### config.mk
export PLATFORM = sky130hd
export DESIGN_NAME = load_store_unit
export DESIGN_NICKNAME = d
export VERILOG_FILES = /design/src/rtl/load_store_unit.sv
export SDC_FILE = /design/constraint.sdc
export NUM_CORES = 1
export LEC_CHECK = 0
export CORE_ASPECT_RATIO = 1.25
export CORE_MARGIN = 1.5
export CORE_UTILIZATION = 51
export DETAILED_ROUTE_END_ITERATION = 6
export GPL_ROUTABILITY_DRIVEN = 0
export PLACE_DENSITY = 0.9
export REMOVE_ABC_BUFFERS = 1
export SLEW_MARGIN = 20
export SYNTH_ARGS = -nofsm -noshare
export SYNTH_HDL_FRONTEND = slang
export SYNTH_SLANG_ARGS = --single-unit
### constraint.sdc
create_clock -name clk -period 2.7 [get_ports clk]
set_clock_uncertainty 0.05 [all_clocks]
set_input_delay 0.405 -clock clk [delete_from_list [all_inputs] [get_ports clk]]
set_output_delay 0.405 -clock clk [all_outputs]
set_load 0.005 [all_outputs]
### src/rtl/load_store_unit.sv
// Load/store unit with an in-order store buffer that drains to data memory when no load uses the port.
// Define LSU_STORE_FWD_EN to forward buffered store data to loads; otherwise loads wait for an empty buffer.
`ifndef ASIZE
`define ASIZE 8
`endif
`ifndef DSIZE
`define DSIZE 16
`endif

module load_store_unit #(
  parameter int SB_DEPTH = 4
) (
  input  logic                          clk,
  input  logic                          rst,
  input  logic                          req_valid,
  output logic                          req_ready,
  input  logic                          req_we,
  input  logic [`ASIZE-1:0]             req_addr,
  input  logic [`DSIZE-1:0]             req_wdata,
  output logic                          rsp_valid,
  output logic [`DSIZE-1:0]             rsp_rdata,
  output logic                          dm_ren,
  output logic                          dm_wen,
  output logic [`ASIZE-1:0]             dm_addr,
  output logic [`DSIZE-1:0]             dm_wdata,
  input  logic [`DSIZE-1:0]             dm_rdata,
  output logic [$clog2(SB_DEPTH):0]     sb_count
);
  localparam int PW = $clog2(SB_DEPTH);
  localparam logic [PW:0] FULL = (PW+1)'(SB_DEPTH);

  logic [SB_DEPTH-1:0][`ASIZE-1:0] sb_addr;
  logic [SB_DEPTH-1:0][`DSIZE-1:0] sb_data;
  logic [PW-1:0]     head, tail;
  logic              vld_q, pend_mem;
  logic [`DSIZE-1:0] rdata_q;
  logic              load_ok, store_acc, load_acc, mem_load, drain;

`ifdef LSU_STORE_FWD_EN
  logic              fwd_hit;
  logic [`DSIZE-1:0] fwd_data;
  logic [PW-1:0]     idx;

  // Scan oldest to youngest so the last match (youngest store) wins.
  always_comb begin
    fwd_hit  = 1'b0;
    fwd_data = '0;
    idx      = '0;
    for (int i = 0; i < SB_DEPTH; i++) begin
      idx = head + PW'(i);
      if ((PW+1)'(i) < sb_count && sb_addr[idx] == req_addr) begin
        fwd_hit  = 1'b1;
        fwd_data = sb_data[idx];
      end
    end
  end

  assign load_ok  = 1'b1;
  assign mem_load = load_acc && !fwd_hit;
`else
  assign load_ok  = (sb_count == '0);
  assign mem_load = load_acc;
`endif

  assign req_ready = !rst && (req_we ? (sb_count < FULL) : load_ok);
  assign store_acc = req_valid && req_ready && req_we;
  assign load_acc  = req_valid && req_ready && !req_we;
  assign drain     = !rst && (sb_count != '0) && !mem_load;

  assign dm_ren    = mem_load;
  assign dm_wen    = drain;
  assign dm_addr   = mem_load ? req_addr : sb_addr[head];
  assign dm_wdata  = sb_data[head];
  assign rsp_valid = vld_q && !rst;
  assign rsp_rdata = pend_mem ? dm_rdata : rdata_q;

  always_ff @(posedge clk) begin
    if (store_acc) begin
      sb_addr[tail] <= req_addr;
      sb_data[tail] <= req_wdata;
    end
  end

  always_ff @(posedge clk) begin
    if (rst) begin
      head     <= '0;
      tail     <= '0;
      sb_count <= '0;
      vld_q    <= 1'b0;
      pend_mem <= 1'b0;
      rdata_q  <= '0;
    end else begin
      if (store_acc) tail <= tail + 1'b1;
      if (drain)     head <= head + 1'b1;
      case ({store_acc, drain})
        2'b10:   sb_count <= sb_count + 1'b1;
        2'b01:   sb_count <= sb_count - 1'b1;
        default: ;
      endcase
      vld_q    <= load_acc;
      pend_mem <= mem_load;
      // Memory data lands in the hold register after its response cycle; a newer forward overrides it.
      if (pend_mem) rdata_q <= dm_rdata;
`ifdef LSU_STORE_FWD_EN
      if (load_acc && !mem_load) rdata_q <= fwd_data;
`endif
    end
  end

endmodule

==> summary.md <==
| Metric | Value |
|---|---|
| Run status | completed |
| Top cells by area, synth | edfxtp_1 (61%), dfxtp_1 (10%), mux4_1 (9.5%), mux2_2 (5.7%), mux4_2 (3.3%) |
| Worst slew margin | 0.526 |
| Place WS | 42.2 ps |
| Critical path, cell by cell | buf_12 -> mux4_1 -> mux2_2 -> clkdlybuf4s50_1 |
| Req. time, crit path | 2250 ps |
| Top Ports | 91 |
| Die area | 9860 um2 |
| Syn. warnings | 0 |
| Most common cell in the synthesized netlist | edfxtp_1 |
| Flops & latches, synth | 120 |
| Crit end category | output port |
| Post-synth EDFFs | 96 |
| CTS H-tree lvls | 4 |
| Wire per inst | around 18 um |
| Tmin final | 2660 ps |
| F_max | 376 MHz |
| Dpl cell area | 5820 um2 |
| Hold_ws | 504 ps |
| Gate Count Post-Synth | 238 |
| # setup viols final | 0 |
| Top-area cell type share of the netlist area | 0.610 |
| Residual DRC | 0 |
| First-pass GRT wire length | 13.6 mm |
| Ant diodes | 0 |
| Fraction of registers with async set/reset | 0 |
| DR vias | 2527 |
| First DRT Iteration DRCs | 105 |
| CP max-delay cell | mux4_1 |
| # nets final | 406 |
| Drt pass-1 iters | 4 |
| Worst-Skew Late Latency | 400 ps |
| Post-DRT Antenna Nets | 0 |
| Slew Limit Fails | 0 |
| Total core area | between 9000 and 10000 um2 |
| Die Y | 111 um |
| Critical path fanouts, max | 6 |
| CTS root buffer | clkbuf_16 |
| CP arrival | 2200 ps |
| CTS tree | built |
| Routed WL | approximately 8.9 mm |
| Number of CTS-inserted buffers | 17 |
| Synth Cell Area | 4730 um2 |
| Fin. Hold Viols | 0 |
| PwrDens | ~800 nW/um2 |
| Worst path max stage delay | 590 ps |
| Mapped Avg Cell Area | 19.9 um2 |
| Cell area after layout | ~6400 um2 |
| Sequential area share after synthesis | 0.712 |
| Multi-input logic area | 1230 um2 |
| Crit start category | flip-flop |
| P_leak | around 2.3 nW |
| Filler cell count | 578 |
| RSZ-0062 raised after global routing | true |
| Worst vdd ir | 0.558 mV |
| Synth unique cells | 29 |
| Detail Placement HPWL | 5.72 mm |
| Critical path type | reg2out |
| Max Cap Viol | 0 |
| Via density | 5.14 |
| Initial antenna violation count | 0 |
| Reg area | 3370 um2 |
| Top cell type by total area after synthesis | edfxtp_1 |
| Commonest cells post-synth | edfxtp_1 (96), dfxtp_1 (24), mux2_2 (24) |
| Layout cells sized above 1 | 0.222 |
| Vias in the first global route | 2763 |
| Die Span X | 89.1 um |
| Final period util | 0.984 |
| Worst Tran Pin Value | 710 ps |
| Overall Global Routing Usage | 0.196 |
| Rows | 39 |
| Hold Crit Class | reg2reg |
| CTS Sinks | 120 |
| PnR worst setup slack | 42.0 ps |
| I/O Buffers | 90 |
| Top FF cell, synth | edfxtp_1 |
| Clk pin slew, worst setup/hold paths | 50 ps |
| Layout Area Growth over Synthesis | 36.1% |
| Clk buf depth | 2 |
| Congestion Overflow GR | 0 |
| Starting Density | 0.521 |
| Largest net degree at the start of global routing | 18 |
[per-stage QoR]
step | setup TNS, ps | utilization | total power, W | std cells
6_report | 0 | 0.709 | 0.00530 | 492
5_1_grt | -4.97 | 0.709 | 0.00551 | 492
4_1_cts | 0 | 0.706 | 0.00528 | 489
3_5_place_dp | 0 | 0.641 | 0.00314 | 455
3_3_place_gp | 0 | 0.641 | 0.00311 | 455
2_1_floorplan | 0 | - | 0.00261 | 227
[report_power, final]
| part | total, W | switching, W | internal [W] |
|---|---|---|---|
| clock network | 0.00211 | 0.000707 | 0.00140 |
| logic | 0.00106 | 0.000369 | 0.000686 |
| registers | 0.00213 | 0.0000627 | 0.00206 |
[metal layers]
metal | GRT usage | vias up | routed length [um]
li1 | - | 1178 | -
met1 | 0.226 | 1248 | 3570
met2 | 0.324 | 94 | 4780
met3 | 0.0837 | 7 | 480
met4 | 0.0667 | 0 | 61
met5 | 0 | - | 0
[final cells by class]
cell class	instances	share of cell area
Timing Repair Buffer	110	0.168
Multi-Input combinational cell	100	0.191
Sequential cell	120	0.524
Clock buffer	31	0.0887
Inverter	7	0.00408
Clock inverter	1	0.000778
Tap cell	123	0.0239
[repair_timing]
item                       in CTS  in global routing
setup endpoints to repair      20                 14
gates cloned                    0                  0
buffers inserted                2                  3
hold buffers                    0                  0
pin swaps                       0                  0
gates resized for setup         3                  5
[placed cells by master, fill, tap and decap left out, types with 2 or more instances in the layout]
cell | netlist | routed
a21oi_1 | 2 | 2
mux2i_1 | 2 | 2
buf_4 | 1 | 17
or3_1 | 2 | 2
clkdlybuf4s50_1 | 0 | 90
xnor2_1 | 2 | 2
mux4_2 | 7 | 11
clkbuf_1 | 2 | 7
edfxtp_1 | 96 | 96
dfxtp_1 | 24 | 22
clkbuf_16 | 0 | 19
clkbuf_8 | 0 | 5
nor2_1 | 7 | 7
inv_1 | 7 | 7
buf_12 | 2 | 2
o21ai_0 | 2 | 2
and2_1 | 20 | 20
mux2_2 | 24 | 24
ha_1 | 5 | 5
mux4_1 | 17 | 13
[state kept, by name (all words and copies together), names as in the netlist]
| register | count |
|---|---|
| tail | 2 |
| pend_mem | 1 |
| sb_addr | 32 |
| sb_data | 64 |
| sb_count | 3 |
| rdata_q | 16 |
| head | 2 |
[worst max-delay path: cells and delay by family (launching register included)]
kind	cells	cell delay (ps)
buf+inv	2	560
flops	1	360
mux	2	880
[final timing paths]
kind                             startpoint           to  slack (ps)  cells past startpoint
worst max register to register  sb_count[0]  sb_count[2]         340                      7
worst max-delay path                head[0]   dm_addr[4]          40                      4
worst min register to register  sb_count[2]  sb_count[2]         500                      2
worst min-delay path            sb_count[2]  sb_count[2]         500                      2
[logic make-up (layout without fill, tap and decap cells)]
kind of cell / after synthesis / after routing / synth area share
AOI/OAI and AO/OA: 6 / 6 / 0.00741
xor gates and xnor gates: 3 / 3 / 0.00556
adders and majority gates: 6 / 6 / 0.0175
buffers and inverters: 18 / 149 / 0.0249
DFF: 120 / 120 / 0.712
muxes: 50 / 50 / 0.189
and+or+nand+nor: 35 / 35 / 0.0437
(Power assumes the default switching activity.)
